### config.mk
export PLATFORM = sky130hd
export DESIGN_NAME = alarm_scheduler
export DESIGN_NICKNAME = d
export VERILOG_FILES = /design/src/rtl/alarm_scheduler.sv
export SDC_FILE = /design/constraint.sdc
export NUM_CORES = 1
export LEC_CHECK = 0
export ABC_AREA = 1
export CORE_ASPECT_RATIO = 0.8
export CORE_MARGIN = 2
export CORE_UTILIZATION = 55
export CTS_BUF_LIST = sky130_fd_sc_hd__clkbuf_2 sky130_fd_sc_hd__clkbuf_4 sky130_fd_sc_hd__clkbuf_8
export DETAILED_ROUTE_END_ITERATION = 10
export GPL_TIMING_DRIVEN = 0
export PLACE_DENSITY = 0.88
export SYNTH_ARGS = -nofsm -noshare
export SYNTH_HDL_FRONTEND = slang
export SYNTH_SLANG_ARGS = --single-unit
### constraint.sdc
create_clock -name clk -period 2.2 [get_ports clk]
set_clock_uncertainty 0.05 [all_clocks]
set_input_delay 0.22 -clock clk [delete_from_list [all_inputs] [get_ports clk]]
set_output_delay 0.22 -clock clk [all_outputs]
set_load 0.01 [all_outputs]
### src/rtl/alarm_scheduler.sv
// alarm_scheduler: multi-slot alarm controller beside the clock core.
// Stores NUM_ALARMS alarm times, compares them against the running time on each
// seconds tick, arbitrates simultaneous matches (lowest slot first, others queued
// as pending) and sequences the ring / snooze / dismiss flow.
// Build option: define ALARM_AUTOSNOOZE_EN to make a ring timeout behave like a
// snooze request; by default a ring timeout dismisses the episode.
module alarm_scheduler #(
  parameter int NUM_ALARMS   = 4,
  parameter int SNOOZE_MIN   = 5,
  parameter int MAX_SNOOZE   = 3,
  parameter int RING_TIMEOUT = 60
) (
  input  logic                          clk,
  input  logic                          rst,
  input  logic                          tick_1s,
  input  logic [4:0]                    cur_hours,
  input  logic [5:0]                    cur_minutes,
  input  logic [5:0]                    cur_seconds,
  input  logic                          wr_en,
  input  logic [$clog2(NUM_ALARMS)-1:0] wr_slot,
  input  logic [4:0]                    wr_hours,
  input  logic [5:0]                    wr_minutes,
  input  logic                          wr_enable,
  input  logic                          snooze,
  input  logic                          dismiss,
  output logic                          alarm_signal,
  output logic [$clog2(NUM_ALARMS)-1:0] active_slot,
  output logic                          snoozed,
  output logic [1:0]                    snooze_cnt
);

  localparam int SW = $clog2(NUM_ALARMS);
  localparam int TW = $clog2(RING_TIMEOUT + 1);

  localparam logic [1:0] IDLE    = 2'd0;
  localparam logic [1:0] RING    = 2'd1;
  localparam logic [1:0] SNOOZED = 2'd2;

  // Lowest set bit index of a slot vector (0 when empty).
  function automatic logic [SW-1:0] lowest_idx(input logic [NUM_ALARMS-1:0] v);
    logic [SW-1:0] r;
    r = {SW{1'b0}};
    for (int i = NUM_ALARMS - 1; i >= 0; i--) begin
      if (v[i]) begin
        r = SW'(i);
      end
    end
    return r;
  endfunction

  // One-hot mask for a slot index.
  function automatic logic [NUM_ALARMS-1:0] slot_oh(input logic [SW-1:0] idx);
    return {{(NUM_ALARMS-1){1'b0}}, 1'b1} << idx;
  endfunction

  // Current time plus SNOOZE_MIN minutes, wrapping the hour past 23. Returns {hh, mm}.
  function automatic logic [10:0] snooze_target(input logic [4:0] h, input logic [5:0] m);
    logic [6:0] msum;
    logic [4:0] hn;
    msum = {1'b0, m} + 7'(SNOOZE_MIN);
    if (msum >= 7'd60) begin
      msum = msum - 7'd60;
      hn   = (h == 5'd23) ? 5'd0 : h + 5'd1;
    end else begin
      hn   = h;
    end
    return {hn, msum[5:0]};
  endfunction

  // Slot storage
  logic [4:0]            slot_hours_q   [NUM_ALARMS];
  logic [4:0]            slot_hours_d   [NUM_ALARMS];
  logic [5:0]            slot_minutes_q [NUM_ALARMS];
  logic [5:0]            slot_minutes_d [NUM_ALARMS];
  logic [NUM_ALARMS-1:0] armed_q, armed_d;

  // Episode state
  logic [1:0]            state_q, state_d;
  logic [SW-1:0]         active_q, active_d;
  logic [NUM_ALARMS-1:0] pending_q, pending_d;
  logic [1:0]            cnt_q, cnt_d;
  logic [TW-1:0]         timeout_q, timeout_d;
  logic [4:0]            tgt_hours_q, tgt_hours_d;
  logic [5:0]            tgt_minutes_q, tgt_minutes_d;
  logic                  snooze_prev_q, snooze_prev_d;
  logic                  dismiss_prev_q, dismiss_prev_d;
  logic                  alarm_signal_q, alarm_signal_d;
  logic                  snoozed_q, snoozed_d;

  // Decoded events
  logic [NUM_ALARMS-1:0] match_s;
  logic                  snooze_edge_s;
  logic                  dismiss_edge_s;
  logic                  disarm_active_s;
  logic                  timeout_hit_s;
  logic                  snooze_req_s;
  logic                  timeout_idle_s;
  logic                  target_hit_s;
  logic [TW-1:0]         timeout_inc_s;
  logic [10:0]           target_s;

  // Slot compare against the pre-write contents, qualified by the on-the-minute tick.
  always_comb begin
    match_s = {NUM_ALARMS{1'b0}};
    for (int i = 0; i < NUM_ALARMS; i++) begin
      match_s[i] = tick_1s && (cur_seconds == 6'd0) && armed_q[i] &&
                   (slot_hours_q[i] == cur_hours) && (slot_minutes_q[i] == cur_minutes);
    end
  end

  // Input edge detection, disarm-of-active detection, timeout and snooze-target decode.
  always_comb begin
    snooze_prev_d   = snooze;
    dismiss_prev_d  = dismiss;
    snooze_edge_s   = snooze & ~snooze_prev_q;
    dismiss_edge_s  = dismiss & ~dismiss_prev_q;
    disarm_active_s = wr_en && !wr_enable && (wr_slot == active_q) && (state_q != IDLE);
    timeout_inc_s   = timeout_q + TW'(1);
    timeout_hit_s   = tick_1s && (timeout_inc_s == TW'(RING_TIMEOUT));
    target_hit_s    = tick_1s && (cur_seconds == 6'd0) &&
                      (cur_hours == tgt_hours_q) && (cur_minutes == tgt_minutes_q);
    target_s        = snooze_target(cur_hours, cur_minutes);
`ifdef ALARM_AUTOSNOOZE_EN
    snooze_req_s    = snooze_edge_s | timeout_hit_s;
    timeout_idle_s  = 1'b0;
`else
    snooze_req_s    = snooze_edge_s;
    timeout_idle_s  = timeout_hit_s;
`endif
  end

  // Slot write port: a write lands at the next edge regardless of FSM state.
  always_comb begin
    slot_hours_d   = slot_hours_q;
    slot_minutes_d = slot_minutes_q;
    armed_d        = armed_q;
    if (wr_en && (int'(wr_slot) < NUM_ALARMS)) begin
      slot_hours_d[wr_slot]   = wr_hours;
      slot_minutes_d[wr_slot] = wr_minutes;
      armed_d[wr_slot]        = wr_enable;
    end else begin
      armed_d                 = armed_q;
    end
  end

  // Ring / snooze / dismiss sequencing with pending-slot arbitration.
  always_comb begin
    state_d       = state_q;
    active_d      = active_q;
    pending_d     = pending_q;
    cnt_d         = cnt_q;
    timeout_d     = timeout_q;
    tgt_hours_d   = tgt_hours_q;
    tgt_minutes_d = tgt_minutes_q;
    case (state_q)
      IDLE: begin
        if (|match_s) begin
          state_d   = RING;
          active_d  = lowest_idx(match_s);
          pending_d = (pending_q | match_s) & ~slot_oh(lowest_idx(match_s));
          cnt_d     = 2'd0;
          timeout_d = {TW{1'b0}};
        end else if (|pending_q) begin
          state_d   = RING;
          active_d  = lowest_idx(pending_q);
          pending_d = pending_q & ~slot_oh(lowest_idx(pending_q));
          cnt_d     = 2'd0;
          timeout_d = {TW{1'b0}};
        end else begin
          state_d   = IDLE;
        end
      end
      RING: begin
        // Other slots queue up; a re-match of the owner is dropped.
        pending_d = (pending_q | match_s) & ~slot_oh(active_q);
        if (disarm_active_s || dismiss_edge_s || timeout_idle_s) begin
          state_d   = IDLE;
          active_d  = {SW{1'b0}};
          cnt_d     = 2'd0;
          timeout_d = {TW{1'b0}};
        end else if (snooze_req_s) begin
          if (int'(cnt_q) < MAX_SNOOZE) begin
            state_d       = SNOOZED;
            cnt_d         = cnt_q + 2'd1;
            timeout_d     = {TW{1'b0}};
            tgt_hours_d   = target_s[10:6];
            tgt_minutes_d = target_s[5:0];
          end else begin
            state_d   = IDLE;
            active_d  = {SW{1'b0}};
            cnt_d     = 2'd0;
            timeout_d = {TW{1'b0}};
          end
        end else if (tick_1s) begin
          timeout_d = timeout_inc_s;
        end else begin
          timeout_d = timeout_q;
        end
      end
      SNOOZED: begin
        pending_d = (pending_q | match_s) & ~slot_oh(active_q);
        if (disarm_active_s || dismiss_edge_s) begin
          state_d   = IDLE;
          active_d  = {SW{1'b0}};
          cnt_d     = 2'd0;
          timeout_d = {TW{1'b0}};
        end else if (target_hit_s) begin
          state_d   = RING;
          timeout_d = {TW{1'b0}};
        end else begin
          state_d   = SNOOZED;
        end
      end
      default: begin
        state_d   = IDLE;
        active_d  = {SW{1'b0}};
        pending_d = {NUM_ALARMS{1'b0}};
        cnt_d     = 2'd0;
        timeout_d = {TW{1'b0}};
      end
    endcase
  end

  // Output decode from the next state so the status bits come straight from flops.
  always_comb begin
    alarm_signal_d = (state_d == RING);
    snoozed_d      = (state_d == SNOOZED);
  end

  // State and storage registers with synchronous reset.
  always_ff @(posedge clk) begin
    if (rst) begin
      for (int i = 0; i < NUM_ALARMS; i++) begin
        slot_hours_q[i]   <= 5'd0;
        slot_minutes_q[i] <= 6'd0;
      end
      armed_q        <= {NUM_ALARMS{1'b0}};
      state_q        <= IDLE;
      active_q       <= {SW{1'b0}};
      pending_q      <= {NUM_ALARMS{1'b0}};
      cnt_q          <= 2'd0;
      timeout_q      <= {TW{1'b0}};
      tgt_hours_q    <= 5'd0;
      tgt_minutes_q  <= 6'd0;
      snooze_prev_q  <= 1'b0;
      dismiss_prev_q <= 1'b0;
      alarm_signal_q <= 1'b0;
      snoozed_q      <= 1'b0;
    end else begin
      slot_hours_q   <= slot_hours_d;
      slot_minutes_q <= slot_minutes_d;
      armed_q        <= armed_d;
      state_q        <= state_d;
      active_q       <= active_d;
      pending_q      <= pending_d;
      cnt_q          <= cnt_d;
      timeout_q      <= timeout_d;
      tgt_hours_q    <= tgt_hours_d;
      tgt_minutes_q  <= tgt_minutes_d;
      snooze_prev_q  <= snooze_prev_d;
      dismiss_prev_q <= dismiss_prev_d;
      alarm_signal_q <= alarm_signal_d;
      snoozed_q      <= snoozed_d;
    end
  end

  assign alarm_signal = alarm_signal_q;
  assign active_slot  = active_q;
  assign snoozed      = snoozed_q;
  assign snooze_cnt   = cnt_q;

endmodule

==> results.sh <==
export IMPL_gr_total_overflow=0
export IMPL_grt_pass1_vias=4805
export IMPL_r2r_slack_ns=0.08
export IMPL_dp_slack_ns=-0.422
export IMPL_ir_drop_uv=423
export IMPL_fmax_mhz=473
export IMPL_htreeDepth=3
export IMPL_avgSynthCellArea_sq_um=6.27
export IMPL_path_delay_family="simple AND/OR/NAND/NOR gates"
export IMPL_path_max_fanout=10
export IMPL_final_cell_mix="nand2_1, nor2_1, inv_1"
export IMPL_syn_nets=823
export IMPL_whs_ns=0.210
export IMPL_power_frac_clock_pct=35.7
export IMPL_fp_dieArea_sq_um=9620
export IMPL_reg2reg_depth=13
export IMPL_grt_pass1_wl_um=22800
export IMPL_cp_arrival_ns=2.37
export IMPL_routabilityCongestion=0.959
export IMPL_clockBufferDepth=2
export IMPL_io_pins=43
export IMPL_power_switching_share_pct=28.3
export IMPL_whs_endpoint="tgt_minutes_q[0]$_SDFFE_PP0P_"
export IMPL_path_class="reg -> reg"
export IMPL_cts_num_sinks=79
export IMPL_cts_made_buffers=9
export IMPL_whs_path_depth=3
export IMPL_row_count=30
export IMPL_fin_util_pct=67.2
export IMPL_power_density_nw_per_um2=555
export IMPL_r2r_start="state_q[0]$_SDFF_PP0_"
export IMPL_stdcell_area_sq_um=5730
export IMPL_drtPass1Iterations=5
export IMPL_finalSetupViolCount=0
export IMPL_hold_viol=0
export IMPL_outcome="finished clean"
export IMPL_finalNetCount=878
export IMPL_final_layout_size_suffix_gt1_share_pct=9.33
export IMPL_reg2reg_to="snoozed$_SDFF_PP0_"
export IMPL_worstMarginPinSlew_ns=0.634
export IMPL_path_buf_inv=3
export IMPL_drc=0
export IMPL_antenna_found_initial=0
export IMPL_dpl_cell_area_sq_um=5350
export IMPL_vias=5296
export IMPL_wl_per_cell_um=15.7
export IMPL_n_antenna_cell=0
export IMPL_cts_tree="done"
export IMPL_worst_slack_ns=0.0850
export IMPL_critical_path_required_ns=2.45
export IMPL_die_w_um=109
export IMPL_dieHeight_um=88.1
export IMPL_cts_root_buf="clkbuf_8"
export IMPL_antenna_left=0
export IMPL_wirelength_um=14900
export IMPL_clk_pin_slew_worst_paths_ns=0.09
export IMPL_combPwrFrac_pct=17.0
export IMPL_p_switching_mw=0.899
export IMPL_drv_cap=0
export IMPL_slew_headroom_pct=57.8
export IMPL_hpwl_um=10700
export IMPL_cpMaxStageDelayCell="dfxtp_4"
export IMPL_tns_ns=0
export IMPL_first_iter_violations=522
export IMPL_initial_core_util_pct=57.1
export IMPL_track_usage_pct=31.2
export IMPL_total_leakage_power_nw=2.64
export IMPL_grt_max_degree=13
export IMPL_p_seq_share_pct=47.3
export IMPL_cp_end_kind="register"
export IMPL_final_common_cell="nand2_1"
export IMPL_clk_latency_ns=0.37
export IMPL_seq_area_frac_synth_pct=32.5
export IMPL_grt_setup_unrepaired="yes"
export IMPL_critPathLaunchType="register"
export IMPL_portBuffers=34
export IMPL_viasPerCell=5.59
export IMPL_netlist_instances=776
export IMPL_hp_class="in -> reg"
export IMPL_fp_coreArea_sq_um=8520
export IMPL_ys_ff_latch=79
export IMPL_maxSlewViolCount=0
export IMPL_max_stage_delay_ns=0.37
export IMPL_syn_to_final_growth_pct=17.7
export IMPL_cp_common_cell="nor2_4"
export IMPL_yosys_warnings=0
export IMPL_min_delay_start="cur_minutes[0]"
export IMPL_min_period_ns=2.12
export IMPL_synth_area_sq_um=4870
export IMPL_intPower_mw=2.28
export IMPL_synthDistinctLibCells=34
export IMPL_finalCritPeriodShare_pct=96.1
export IMPL_cp_cell_sequence="inv_1 -> ha_1 -> buf_4 -> nor3_2 -> nand3_1 -> o21ai_2 -> nor2_4 -> nand3_2 -> nor2_4 -> inv_2 -> o211ai_1 -> nand2_1 -> nor2_1"
[tightest hold or removal path: cells and delay by family]
kind,cells,cell delay [ns]
buffers and inverters,2,0.31
AO/OA/AOI/OAI,1,0.06
[Yosys cell counts]
library cell / number / area, sq um
o211ai_1: 2 / 15.0
o21ai_0: 70 / 350
xor2_4: 1 / 27.5
ha_1: 10 / 125
a21oi_1: 46 / 230
nand3_1: 29 / 145
or2_0: 3 / 18.8
nand2_1: 205 / 769
nor2_4: 1 / 11.3
buf_6: 2 / 22.5
nor2_2: 4 / 25.0
clkbuf_8: 2 / 27.5
nor3_1: 6 / 30.0
buf_2: 3 / 15.0
nand3_4: 1 / 17.5
dfxtp_1: 79 / 1580
xnor2_1: 11 / 96.3
buf_4: 5 / 37.5
nand3_2: 4 / 40.0
nand4_1: 6 / 37.5
inv_2: 4 / 15.0
or2_4: 1 / 8.76
xor2_1: 24 / 210
and3_1: 2 / 12.5
clkbuf_2: 2 / 10.0
or2_2: 1 / 6.26
nand2_2: 1 / 6.26
or2_1: 1 / 6.26
nand2_4: 1 / 11.3
nor2_1: 140 / 526
clkbuf_1: 15 / 56.3
inv_1: 85 / 319
o21ai_1: 5 / 25.0
nand3b_1: 4 / 30.0
[power by group through the flow]
stage / registers [mW] / logic, mW / clock network, mW
after floorplan: 1.53 / 0.326 / 0
after global placement: 1.53 / 0.478 / 0
after detailed placement: 1.54 / 0.491 / 0
after CTS: 1.50 / 0.496 / 1.14
after global routing: 1.51 / 0.593 / 1.20
final: 1.50 / 0.540 / 1.13
[what timing repair did]
item                       in CTS  in global routing
hold buffers                    0                  0
setup buffers                   2                  8
resized for setup               2                 35
pin swaps                       1                  1
setup endpoints to repair      20                 31
gates cloned                    0                  0
[final cells by class]
type,instances,area (sq um)
multi-input cells,579,2850
clock buffers,13,160
inverters,89,342
fillers,754,2790
repair buffers,44,418
plain buffers,29,191
clock inverters,3,42.5
well taps,112,140
flip-flops and latches,79,1590
[routing by layer]
| layer | track usage [%] | up-vias | wire (um) |
|---|---|---|---|
| met3 | 6.85 | 43 | 1440 |
| met5 | 0 | - | 0 |
| met4 | 14.3 | 0 | 462 |
| met2 | 49.2 | 251 | 6630 |
| li1 | - | 2530 | - |
| met1 | 40.8 | 2472 | 6330 |
[worst max-delay path by stage]
stage	from	endpoint	slack, ns	depth (start not counted)
detailed placement	cur_minutes[0]	tgt_minutes_q[3]$_SDFFE_PP0P_	-0.42	16
floorplan	state_q[0]$_SDFF_PP0_	snooze_cnt[1]$_SDFFE_PP0P_	0.29	13
finish	state_q[0]$_SDFF_PP0_	snoozed$_SDFF_PP0_	0.08	13
global placement	cur_minutes[0]	tgt_minutes_q[3]$_SDFFE_PP0P_	-0.41	16
CTS	cur_minutes[0]	tgt_minutes_q[3]$_SDFFE_PP0P_	0.01	16
global route	state_q[0]$_SDFF_PP0_	snoozed$_SDFF_PP0_	-0.04	13
[sequential cells by signal (all words and copies together) (netlist names)]
name and flops:
tgt_minutes_q 6, timeout_q 6, pending_q 4, state_q 2, dismiss_prev_q 1, snooze_cnt 2
alarm_signal 1, active_slot 2, armed_q 4, tgt_hours_q 5, slot_hours_q 20, snoozed 1
snooze_prev_q 1, slot_minutes_q 24
[through the flow]
stage          instances  power (mW)
2_1_floorplan        776        1.86
3_3_place_gp         922        2.01
3_5_place_dp         922        2.03
4_1_cts              940        3.14
5_1_grt              948        3.30
6_report             948        3.18
[cell families (layout without fill, tap and decap cells)]
logic type / Yosys count / after routing / share of synthesized area, %
AND/OR/NAND/NOR: 410 / 410 / 35.0
AO/OA/AOI/OAI: 123 / 123 / 12.8
buffers and inverters: 118 / 178 / 10.3
flip-flops: 79 / 79 / 32.5
XOR/XNOR: 36 / 36 / 6.87
adder cells (fa/ha/maj): 10 / 10 / 2.57
Power figures use the tool's default switching activity.
